===== config.mk =====
export PLATFORM = sky130hd
export DESIGN_NAME = rf_port_arbiter
export DESIGN_NICKNAME = d
export VERILOG_FILES = /design/src/rtl/rf_port_arbiter.sv
export SDC_FILE = /design/constraint.sdc
export NUM_CORES = 1
export LEC_CHECK = 0
export CAP_MARGIN = 20
export CORE_MARGIN = 2
export CORE_UTILIZATION = 37
export DETAILED_ROUTE_END_ITERATION = 16
export PLACE_DENSITY = 0.84
export REMOVE_ABC_BUFFERS = 1
export SETUP_SLACK_MARGIN = 0.2
export SLEW_MARGIN = 20
export SYNTH_ARGS = -nofsm -noshare
export SYNTH_HDL_FRONTEND = slang
export SYNTH_SLANG_ARGS = --single-unit
export TNS_END_PERCENT = 50

===== constraint.sdc =====
create_clock -name CLK -period 3.8 [get_ports CLK]
set_clock_uncertainty 0.05 [all_clocks]
set_input_delay 0.95 -clock CLK [delete_from_list [all_inputs] [get_ports CLK]]
set_output_delay 0.95 -clock CLK [all_outputs]
set_load 0.02 [all_outputs]

===== src/rtl/rf_port_arbiter.sv =====
// Round-robin arbiter sharing the single register-file port between two requesters.
// Each operation takes one ACCESS cycle (port driven) and one RESP cycle (done pulse).
`timescale 1ns/1ps
module rf_port_arbiter #(
  parameter int DATA_W = 32,
  parameter int ADDR_W = 5
) (
  input  logic              CLK,
  input  logic              RESET,
  input  logic              req0,
  input  logic              we0,
  input  logic [ADDR_W-1:0] addr0,
  input  logic [DATA_W-1:0] wdata0,
  output logic              gnt0,
  output logic              done0,
  output logic [DATA_W-1:0] rdata0,
  input  logic              req1,
  input  logic              we1,
  input  logic [ADDR_W-1:0] addr1,
  input  logic [DATA_W-1:0] wdata1,
  output logic              gnt1,
  output logic              done1,
  output logic [DATA_W-1:0] rdata1,
  output logic [ADDR_W-1:0] rf_addr,
  output logic [DATA_W-1:0] rf_wdata,
  output logic              rf_load,
  input  logic [DATA_W-1:0] rf_rdata,
  output logic              busy
);

  typedef enum logic [1:0] {IDLE = 2'd0, ACCESS = 2'd1, RESP = 2'd2} stateT;

  stateT             stateReg;
  logic              lastReg;
  logic              ownerReg;
  logic              weReg;
  logic [ADDR_W-1:0] addrReg;
  logic [DATA_W-1:0] wdataReg;
  logic [DATA_W-1:0] rdata0Reg;
  logic [DATA_W-1:0] rdata1Reg;

  logic cand0, cand1, winValid, winSel;

  // In RESP the current owner is still holding req for the op just finished; mask it.
  always_comb begin
    cand0    = req0 && !(stateReg == RESP && !ownerReg);
    cand1    = req1 && !(stateReg == RESP && ownerReg);
    winValid = (stateReg == IDLE || stateReg == RESP) && (cand0 || cand1);
    winSel   = (cand0 && cand1) ? ~lastReg : cand1;
  end

  always_ff @(posedge CLK or posedge RESET) begin
    if (RESET) begin
      stateReg  <= IDLE;
      lastReg   <= 1'b1;
      ownerReg  <= 1'b0;
      weReg     <= 1'b0;
      addrReg   <= '0;
      wdataReg  <= '0;
      rdata0Reg <= '0;
      rdata1Reg <= '0;
    end else begin
      case (stateReg)
        IDLE: begin
          if (winValid) begin
            ownerReg <= winSel;
            weReg    <= winSel ? we1 : we0;
            addrReg  <= winSel ? addr1 : addr0;
            wdataReg <= winSel ? wdata1 : wdata0;
            stateReg <= ACCESS;
          end
        end
        ACCESS: begin
          if (!weReg) begin
            if (ownerReg) rdata1Reg <= rf_rdata;
            else          rdata0Reg <= rf_rdata;
          end
          stateReg <= RESP;
        end
        RESP: begin
          lastReg <= ownerReg;
          if (winValid) begin
            ownerReg <= winSel;
            weReg    <= winSel ? we1 : we0;
            addrReg  <= winSel ? addr1 : addr0;
            wdataReg <= winSel ? wdata1 : wdata0;
            stateReg <= ACCESS;
          end else begin
            stateReg <= IDLE;
          end
        end
        default: stateReg <= IDLE;
      endcase
    end
  end

  // Port outputs decode straight from the state register so a reset clears them at once.
  assign gnt0     = (stateReg == ACCESS) && !ownerReg;
  assign gnt1     = (stateReg == ACCESS) && ownerReg;
  assign done0    = (stateReg == RESP) && !ownerReg;
  assign done1    = (stateReg == RESP) && ownerReg;
  assign rf_load  = (stateReg == ACCESS) && weReg;
  assign rf_addr  = (stateReg == ACCESS) ? addrReg : '0;
  assign rf_wdata = (stateReg == ACCESS) ? wdataReg : '0;
  assign rdata0   = rdata0Reg;
  assign rdata1   = rdata1Reg;
  assign busy     = (stateReg != IDLE);

endmodule


==> flow_summary.yaml <==
run_status:
  status: "complete, no violations"
clock_tree:
  cts_hold_buf: 0
  cts_tree: "yes"
  numCtsBuffers: 9
  cts.sinks: 106
  clockRootBuffer: "clkbuf_16"
  insertion_delay_ns: 0.33
  h-tree-depth: 3
  post-cts-setup-buffers: 0
  clock_path_buffers: 2
  clkTransAtPathRegs_ns: 0.07
  cts_resized: 0
final_layout:
  multi_input_area_um2: 1810
  final_util_pct: 60.3
  regArea_um2: 2650
  final_layout_size_suffix_gt1_share_pct: 15.6
  syn2layout_area_growth_pct: 59.2
  n_fill_cell: 972
  n_antenna_cell: 0
  fin_area_um2: 7280
  nets: 690
setup_path:
  path_delay_family: "buffers and inverters"
  reg2regPathDepth: 5
  critPathLaunchType: "flop"
  crit_buf_inv: 3
  cp-end-kind: "output pin"
  cp.required_ns: 2.80
  worst-path-max-fanout: 37
  rrSetupSlack_ns: 1.72
  crit_cells: 5
  cp_cell_sequence: "or2b_1 -> inv_1 -> buf_4 -> and2_1 -> clkdlybuf4s50_1"
  criticalPathCategory: "flop to output pin"
  crit_slowest_cell: "clkdlybuf4s50_1"
  timing.rr.end: "wdataReg[21]$_DFFE_PP0P_"
  critPathArrivalTime_ns: 2.34
  max_stage_delay_ns: 0.62
  r2r_start: "ownerReg$_DFFE_PP0P_"
synthesis:
  ys_types: 23
  yosysMostFrequentCell: "dfrtp_1"
  ys_ff_latch: 106
  async_flop_share_pct: 100
  syn_avg_cell_area_um2: 12.5
  synth_area_leader_cell: "dfrtp_1"
  syn_inst: 365
  ys_warn_count: 0
  ys_seq_area_share_pct: 58.0
  yosys-top-cells-count: "dfrtp_1, mux2_2, nor2_1"
  synthFlopType: "dfrtp_1"
  yosys-top-cells-area: "dfrtp_1, mux2_2, mux2i_1"
  synth_top_area_share_pct: 57.5
  synth_edf_count: 0
  netlist_area_um2: 4570
global_routing:
  grt.total_usage_pct: 17.3
  grt_pass1_wl_um: 18100
  antenna_found_initial: 0
  overflow: 0
  grt_max_degree: 75
  grt_pass1_vias: 3657
sta:
  rsz0062_at_grt: "no"
  timing.hold.ws_ns: 0.441
  period_minus_slack_ns: 3.34
  setup_ws_ns: 0.463
  tightest_slew_ns: 0.659
  slew_headroom_pct: 56.1
  setup_viol: 0
  slew_violations: 0
  finalCritPeriodShare_pct: 87.8
  finalHoldViolCount: 0
  fmax_mhz: 300
floorplan:
  ios: 219
  die_y_um: 115
  fp-row-count: 40
  die_area_um2: 13300
  die_x_um: 115
  core_um2: 12100
  initial_core_util_pct: 37.9
place:
  place_area_um2: 6950
  gp_congestion: 0.788
  dp_slack_ns: 0.821
  hpwl_um: 8780
  io_buffer_count: 218
drt:
  drt_iter0_markers: 152
  routed_wl_um: 11600
  via_per_inst: 4.66
  avgRoutedWirePerCell_um: 15.5
  drcViolationCount: 0
  ant_nets: 0
  vias: 3497
  firstDrtPassIters: 4
hold_path:
  min_path_cells: 1
  min_to: "rdata1[31]$_DFFE_PP0P_"
  min_from: "rdata1[31]$_DFFE_PP0P_"
  hold_class: "flop to flop"
pwr:
  ir_drop_mv: 0.485
  p_leak_nw: 3.09
  post-layout-total-power_w: 0.00626
  powerDensity_nw_per_um2: 860
job:
  maxCapViolCount: 0
==> cells in the final DEF, fill, tap and decap left out, types with 2 or more instances in the layout <==
cell and instances:
a21oi_1 38, and2_1 38, buf_12 2, buf_4 5, bufinv_16 2, clkbuf_16 9, clkdlybuf4s50_1 218, dfrtp_1 105
inv_1 4, inv_6 2, mux2_1 4, mux2_2 60, mux2i_1 38, nor2_1 42, nor3_4 2
==> logic make-up (layout without fill, tap and decap cells) <==
logic type | Yosys count | after routing | synth area share (%)
flops | 106 | 106 | 58.0
mux | 102 | 102 | 24.1
simple gates | 86 | 86 | 9.72
compound gates | 43 | 43 | 5.23
buf+inv | 28 | 246 | 2.93
==> worst register-to-register path, stage by stage (launching register included) <==
cell and delay (ns):
dfrtp_1 0.50, and3b_1 0.26, a311o_2 0.13, buf_4 0.53
mux2i_1 0.39, a21oi_1 0.10
==> how the worst max path moves through the flow <==
stage	endpoint	slack [ns]	from
CTS	rf_wdata[10]	0.45	stateReg[1]$_DFFE_PP0P_
global route	rf_wdata[12]	0.34	stateReg[1]$_DFFE_PP0P_
floorplan	ownerReg$_DFFE_PP0P_	-0.35	req1
global placement	rf_wdata[8]	0.88	stateReg[1]$_DFFE_PP0P_
detailed placement	rf_wdata[10]	0.82	stateReg[1]$_DFFE_PP0P_
finish	rf_wdata[10]	0.46	stateReg[1]$_DFFE_PP0P_
==> flip-flops by register name, indices dropped and copies added, names as in the netlist <==
register  flops
addrReg       5
lastReg       1
rdata1       32
weReg         1
stateReg      2
ownerReg      1
wdataReg     32
rdata0       32
==> where the power goes <==
part | internal [W] | leakage (nW) | switching, W | total (W)
registers | 0.00170 | 1.24 | 0.000306 | 0.00201
logic | 0.00167 | 1.69 | 0.00159 | 0.00326
clock network | 0.000582 | 0.156 | 0.000413 | 0.000996
total | 0.00395 | 3.09 | 0.00230 | 0.00626
==> stage by stage <==
step / setup TNS, ns / cells
4_1_cts: 0 / 751
6_report: 0 / 751
3_5_place_dp: 0 / 735
3_3_place_gp: 0 / 735
2_1_floorplan: -13.31 / 342
5_1_grt: 0 / 751
==> metal layers <==
layer | up-vias | part of all wire (%) | track usage, %
met5 | - | 0 | 0
met4 | 0 | 1.8 | 5.78
met3 | 15 | 8.6 | 5.64
met2 | 147 | 50 | 30.5
met1 | 1667 | 39 | 20.0
li1 | 1668 | - | -
==> cell type report <==
type / instances / share of cell area [%]
Multi-Input combinational cell: 231 / 24.9
Inverter: 5 / 0.292
Clock buffer: 9 / 3.09
Tap cell: 168 / 2.89
Clock inverter: 7 / 1.36
Timing Repair Buffer: 225 / 31.0
Sequential cell: 106 / 36.5
(Power assumes the default switching activity.)
